[src/rtl/pipelined_add_sub.sv]
// rtl/pipelined_add_sub.sv - segmented, pipelined two's-complement adder/subtractor
// One SEG-bit segment resolved per stage; carry and skewed operands ride the pipeline.
module pipelined_add_sub #(
  parameter int WIDTH = 16,
  parameter int SEG   = 4
) (
  input  logic             clk,
  input  logic             rst,
  input  logic             in_valid,
  output logic             in_ready,
  input  logic [WIDTH-1:0] a,
  input  logic [WIDTH-1:0] b,
  input  logic             cin,
  input  logic             sub,
  output logic             out_valid,
  input  logic             out_ready,
  output logic [WIDTH-1:0] sum,
  output logic             cout,
  output logic             ovf
);

  localparam int STAGES = WIDTH / SEG;
  localparam int LAST   = STAGES - 1;

  if (SEG < 1 || WIDTH < SEG || (WIDTH % SEG) != 0) begin : g_bad_params
    $error("pipelined_add_sub: WIDTH must be a non-zero multiple of SEG");
  end

  logic [WIDTH-1:0] a_q [STAGES];
  logic [WIDTH-1:0] b_q [STAGES];
  logic [WIDTH-1:0] s_q [STAGES];
  logic             c_q [STAGES];
  logic             v_q [STAGES];
  logic [SEG:0]     seg_sum [STAGES];

  logic [WIDTH-1:0] b_eff;
  logic             c_eff;
  logic             en;

  // Subtraction folds into the operands here; nothing downstream knows the mode.
  assign b_eff = sub ? ~b : b;
  assign c_eff = sub | cin;

  assign out_valid = v_q[LAST] & ~rst;
  assign en        = ~out_valid | out_ready;
  assign in_ready  = en;

  assign seg_sum[0] = {1'b0, a[SEG-1:0]} + {1'b0, b_eff[SEG-1:0]} + (SEG+1)'(c_eff);

  always_ff @(posedge clk) begin
    if (rst) begin
      v_q[0] <= 1'b0;
      a_q[0] <= '0;
      b_q[0] <= '0;
      s_q[0] <= '0;
      c_q[0] <= 1'b0;
    end else if (en) begin
      v_q[0] <= in_valid;
      a_q[0] <= a;
      b_q[0] <= b_eff;
      s_q[0] <= WIDTH'(seg_sum[0][SEG-1:0]);
      c_q[0] <= seg_sum[0][SEG];
    end
  end

  for (genvar k = 1; k < STAGES; k++) begin : g_stage
    logic [WIDTH-1:0] s_next;

    assign seg_sum[k] = {1'b0, a_q[k-1][k*SEG +: SEG]} + {1'b0, b_q[k-1][k*SEG +: SEG]}
                      + (SEG+1)'(c_q[k-1]);

    always_comb begin
      s_next = s_q[k-1];
      s_next[k*SEG +: SEG] = seg_sum[k][SEG-1:0];
    end

    always_ff @(posedge clk) begin
      if (rst) begin
        v_q[k] <= 1'b0;
        a_q[k] <= '0;
        b_q[k] <= '0;
        s_q[k] <= '0;
        c_q[k] <= 1'b0;
      end else if (en) begin
        v_q[k] <= v_q[k-1];
        a_q[k] <= a_q[k-1];
        b_q[k] <= b_q[k-1];
        s_q[k] <= s_next;
        c_q[k] <= seg_sum[k][SEG];
      end
    end
  end

  // Carry into the MSB is recovered as a^b^sum at that bit, avoiding an extra register.
  assign sum  = rst ? '0 : s_q[LAST];
  assign cout = ~rst & c_q[LAST];
  assign ovf  = ~rst & (c_q[LAST] ^ a_q[LAST][WIDTH-1] ^ b_q[LAST][WIDTH-1] ^ s_q[LAST][WIDTH-1]);

endmodule

[config.mk]
export PLATFORM = sky130hd
export DESIGN_NAME = pipelined_add_sub
export DESIGN_NICKNAME = d
export VERILOG_FILES = /design/src/rtl/pipelined_add_sub.sv
export SDC_FILE = /design/constraint.sdc
export NUM_CORES = 1
export LEC_CHECK = 0
export ABC_AREA = 1
export CAP_MARGIN = 20
export CORE_AREA = 2 2 119 121
export DETAILED_ROUTE_END_ITERATION = 12
export DIE_AREA = 0 0 121 123
export PLACE_DENSITY = 0.67
export SLEW_MARGIN = 30
export SYNTH_ARGS = -nofsm -noshare
export SYNTH_HDL_FRONTEND = slang
export SYNTH_SLANG_ARGS = --single-unit
[constraint.sdc]
create_clock -name clk -period 7.6 [get_ports clk]
set_input_delay 0.76 -clock clk [delete_from_list [all_inputs] [get_ports clk]]
set_output_delay 0.76 -clock clk [all_outputs]
set_load 0.02 [all_outputs]
==> results by group <==
Yosys
  • Post-Syn Nets: 482
  • YS warnings: 0
  • Syn avg cell area: 12.5 um^2
  • Post-Synth Simple-Gate Area: 0.216
  • Yosys reg bits: 98
  • Sequential element share of the synthesized area: 0.556
  • Largest family of logic cells by synthesized area: simple AND/OR/NAND/NOR gates
  • Post-Synthesis Cells: 424
  • Multiplexer share of the synthesized area: 0
  • Fraction of the mapped netlist area in compound gates: 0.0201
  • Ys async rst share: 0
  • Post-Syn Area: 0.00529 mm^2
  • Distinct cells, synth: 20
  • Adder-Cell Fraction of Synth Area: 0.0587
  • Main flop type after synthesis: edfxtp_1
  • Post-synth EDFFs: 98
  • Synth Area in XOR/XNOR: 0.0298

Setup path
  • Worst EP required: 6.84 ns
  • Crit path DAT: 2.61 ns
  • Largest fanout on the critical path: 20
  • Worst-case reg-to-reg path depth: 4
  • CP endpoint kind: primary output
  • CP Class: input port to primary output
  • Startpoint types: input port

Clock tree
  • Clock Pin Slew Worst Setup and Hold Paths: 0.06 ns
  • Htree depth: 3
  • # hold bufs at CTS: 0
  • Clock sink count: 98
  • Postcts setup bufs: 0
  • Post-CTS sizing: 0
  • Clock tree buffer depth: 2
  • Root Buffer: clkbuf_16
  • CTS buffer count: 9
  • Clock Latency Late Sink: 0.34 ns
  • Clock tree from TritonCTS: done

GRT
  • Antenna violations before repair: 0
  • GRT Total Usage: 0.0986
  • Pin count of the biggest net entering global routing: 99
  • Overflow after GRT: 0
  • Vias in the first global route: 2,648
  • First-pass GRT wire length: 11,600 um

Hold path
  • Hold Path Class: flop to flop
  • Worst hold stages: 2

Die
  • Full die area: 0.0149 mm^2
  • Die width: 121 um
  • Io pins: 58
  • Die height: 123 um
  • Core ar.: 0.0136 mm^2
  • Rows: 43
  • Initial Util: 0.389

Detailed routing
  • Post-Route WL: 6780 um
  • Antenna Nets Post-Route: 0
  • DRC Markers: 0
  • Via density per instance: 4.06
  • Detailed Routing Iterations Pass 1: 4
  • Via count: 2,699
  • Routed len/inst: 10.2 um
  • Iter 0 DRT Violations: 120

STA
  • Period minus WS final: 3.37 ns
  • Final Hold Fails: 0
  • Setup TNS: 0 ns
  • Worst Tran Pin Value: 0.872 ns
  • Fmax achieved: 0.297 GHz
  • Unrepaired setup endpoints after global routing: false
  • Worst slew margin: 0.417
  • Crit share post-route: 0.443
  • Final setup fails: 0
  • Slew Limit Fails: 0
  • Clk_skew: 0.00455 ns

Final layout
  • Area grow syn2layout: 18.4%
  • Nets@finish: 538
  • Layout cells sized above 1: 0.210
  • N_diodes: 0
  • Util after Layout: 0.460

Job
  • Number of max-cap violations: 0

Pwr
  • Sequential share of power: 0.484
  • Clock power share: 0.379
  • P_int: 1040 uW
  • Leak: 0.00241 uW
  • Comb pwr share: 0.137
  • Peak VDD IR: 115 uV
  • PwrDens: 216 mW/mm^2
  • NetSw: 310 uW
  • Switching part of the total: 0.229

Placed design
  • I/O Buffers: 57
  • Post-DP HPWL: 4620 um
  • Routability cong.: 0.745

Run status
  • Status: completed
[cell type report]
cell class	count	area, um^2
Clock buffer	9	225
Clock inverter	7	118
Fill cell	1218	7350
Inverter	114	435
Multi-Input combinational cell	198	1730
Sequential cell	98	2940
Tap cell	180	225
Timing Repair Buffer	59	593
[flip-flops by register name (all words and copies together) (netlist names)]
name	count
b_q	25
a_q	25
v_q	4
s_q	40
c_q	4
[metal layers]
| layer | global-route usage | vias up | wire, um |
|---|---|---|---|
| li1 | - | 1405 | - |
| met1 | 0.116 | 1222 | 2990 |
| met2 | 0.172 | 65 | 3330 |
| met3 | 0.0258 | 7 | 353 |
| met4 | 0.0392 | 0 | 101 |
| met5 | 0 | - | 0 |
[critical path: stages]
cell and delay (ns):
clkdlybuf4s50_1 0.76, nor2_1 0.42, clkdlybuf4s50_1 0.67
[per-stage QoR]
stage	setup WS (ns)	instance area, um^2	power (uW)	cells	hold WS [ns]
6_report	4.23	6270	1350	665	0.553
5_1_grt	4.08	6270	1410	665	0.577
4_1_cts	4.19	6270	1370	665	0.555
3_5_place_dp	4.04	5920	854	649	0.540
3_3_place_gp	3.85	5920	848	649	0.540
2_1_floorplan	3.68	5290	814	424	0.519
[power by group through the flow]
stage | sequential (uW) | combinational [uW] | clock, uW
after CTS | 654 | 189 | 524
after floorplan | 662 | 152 | 0
after detailed placement | 666 | 188 | 0
after global placement | 665 | 184 | 0
after global routing | 658 | 205 | 547
final | 654 | 185 | 512
[Yosys cell counts (4+ instances only)]
master	n	area (um^2)
nand3_1	9	45.0
o21ai_0	4	20.0
xnor2_1	13	114
inv_1	112	420
nor2_1	37	139
ha_1	12	150
xor2_1	5	43.8
fa_1	8	160
a21oi_1	14	70.1
edfxtp_1	98	2940
nand2_1	14	52.6
buf_12	8	160
nor2_4	80	901
[worst paths after layout]
check / start / to / slack (ns)
max reg2reg: v_q[3] / b_q[2][15] / 5.42
min: b_q[1][15] / b_q[2][15] / 0.55
min reg2reg: b_q[1][15] / b_q[2][15] / 0.55
max: rst / out_valid / 4.23
[cell families (layout without fill, tap and decap cells)]
logic type                 count (synthesis)  count (layout)
and+or+nand+nor                          141             141
AOI/OAI and AO/OA                         19              19
buffers and inverters                    128             189
xor gates and xnor gates                  18              18
DFF                                       98              98
adders and majority gates                 20              20
[cells in the final DEF (no fill, tap or decap), types with 4 or more instances in the layout]
cell             instances
inv_1                  112
edfxtp_1                98
nor2_4                  80
clkdlybuf4s50_1         57
nor2_1                  37
a21oi_1                 14
xnor2_1                 13
nand2_1                 13
ha_1                    12
nand3_1                  9
clkbuf_16                9
fa_1                     8
xor2_1                   5
o21ai_0                  4
Power figures use the tool's default switching activity.
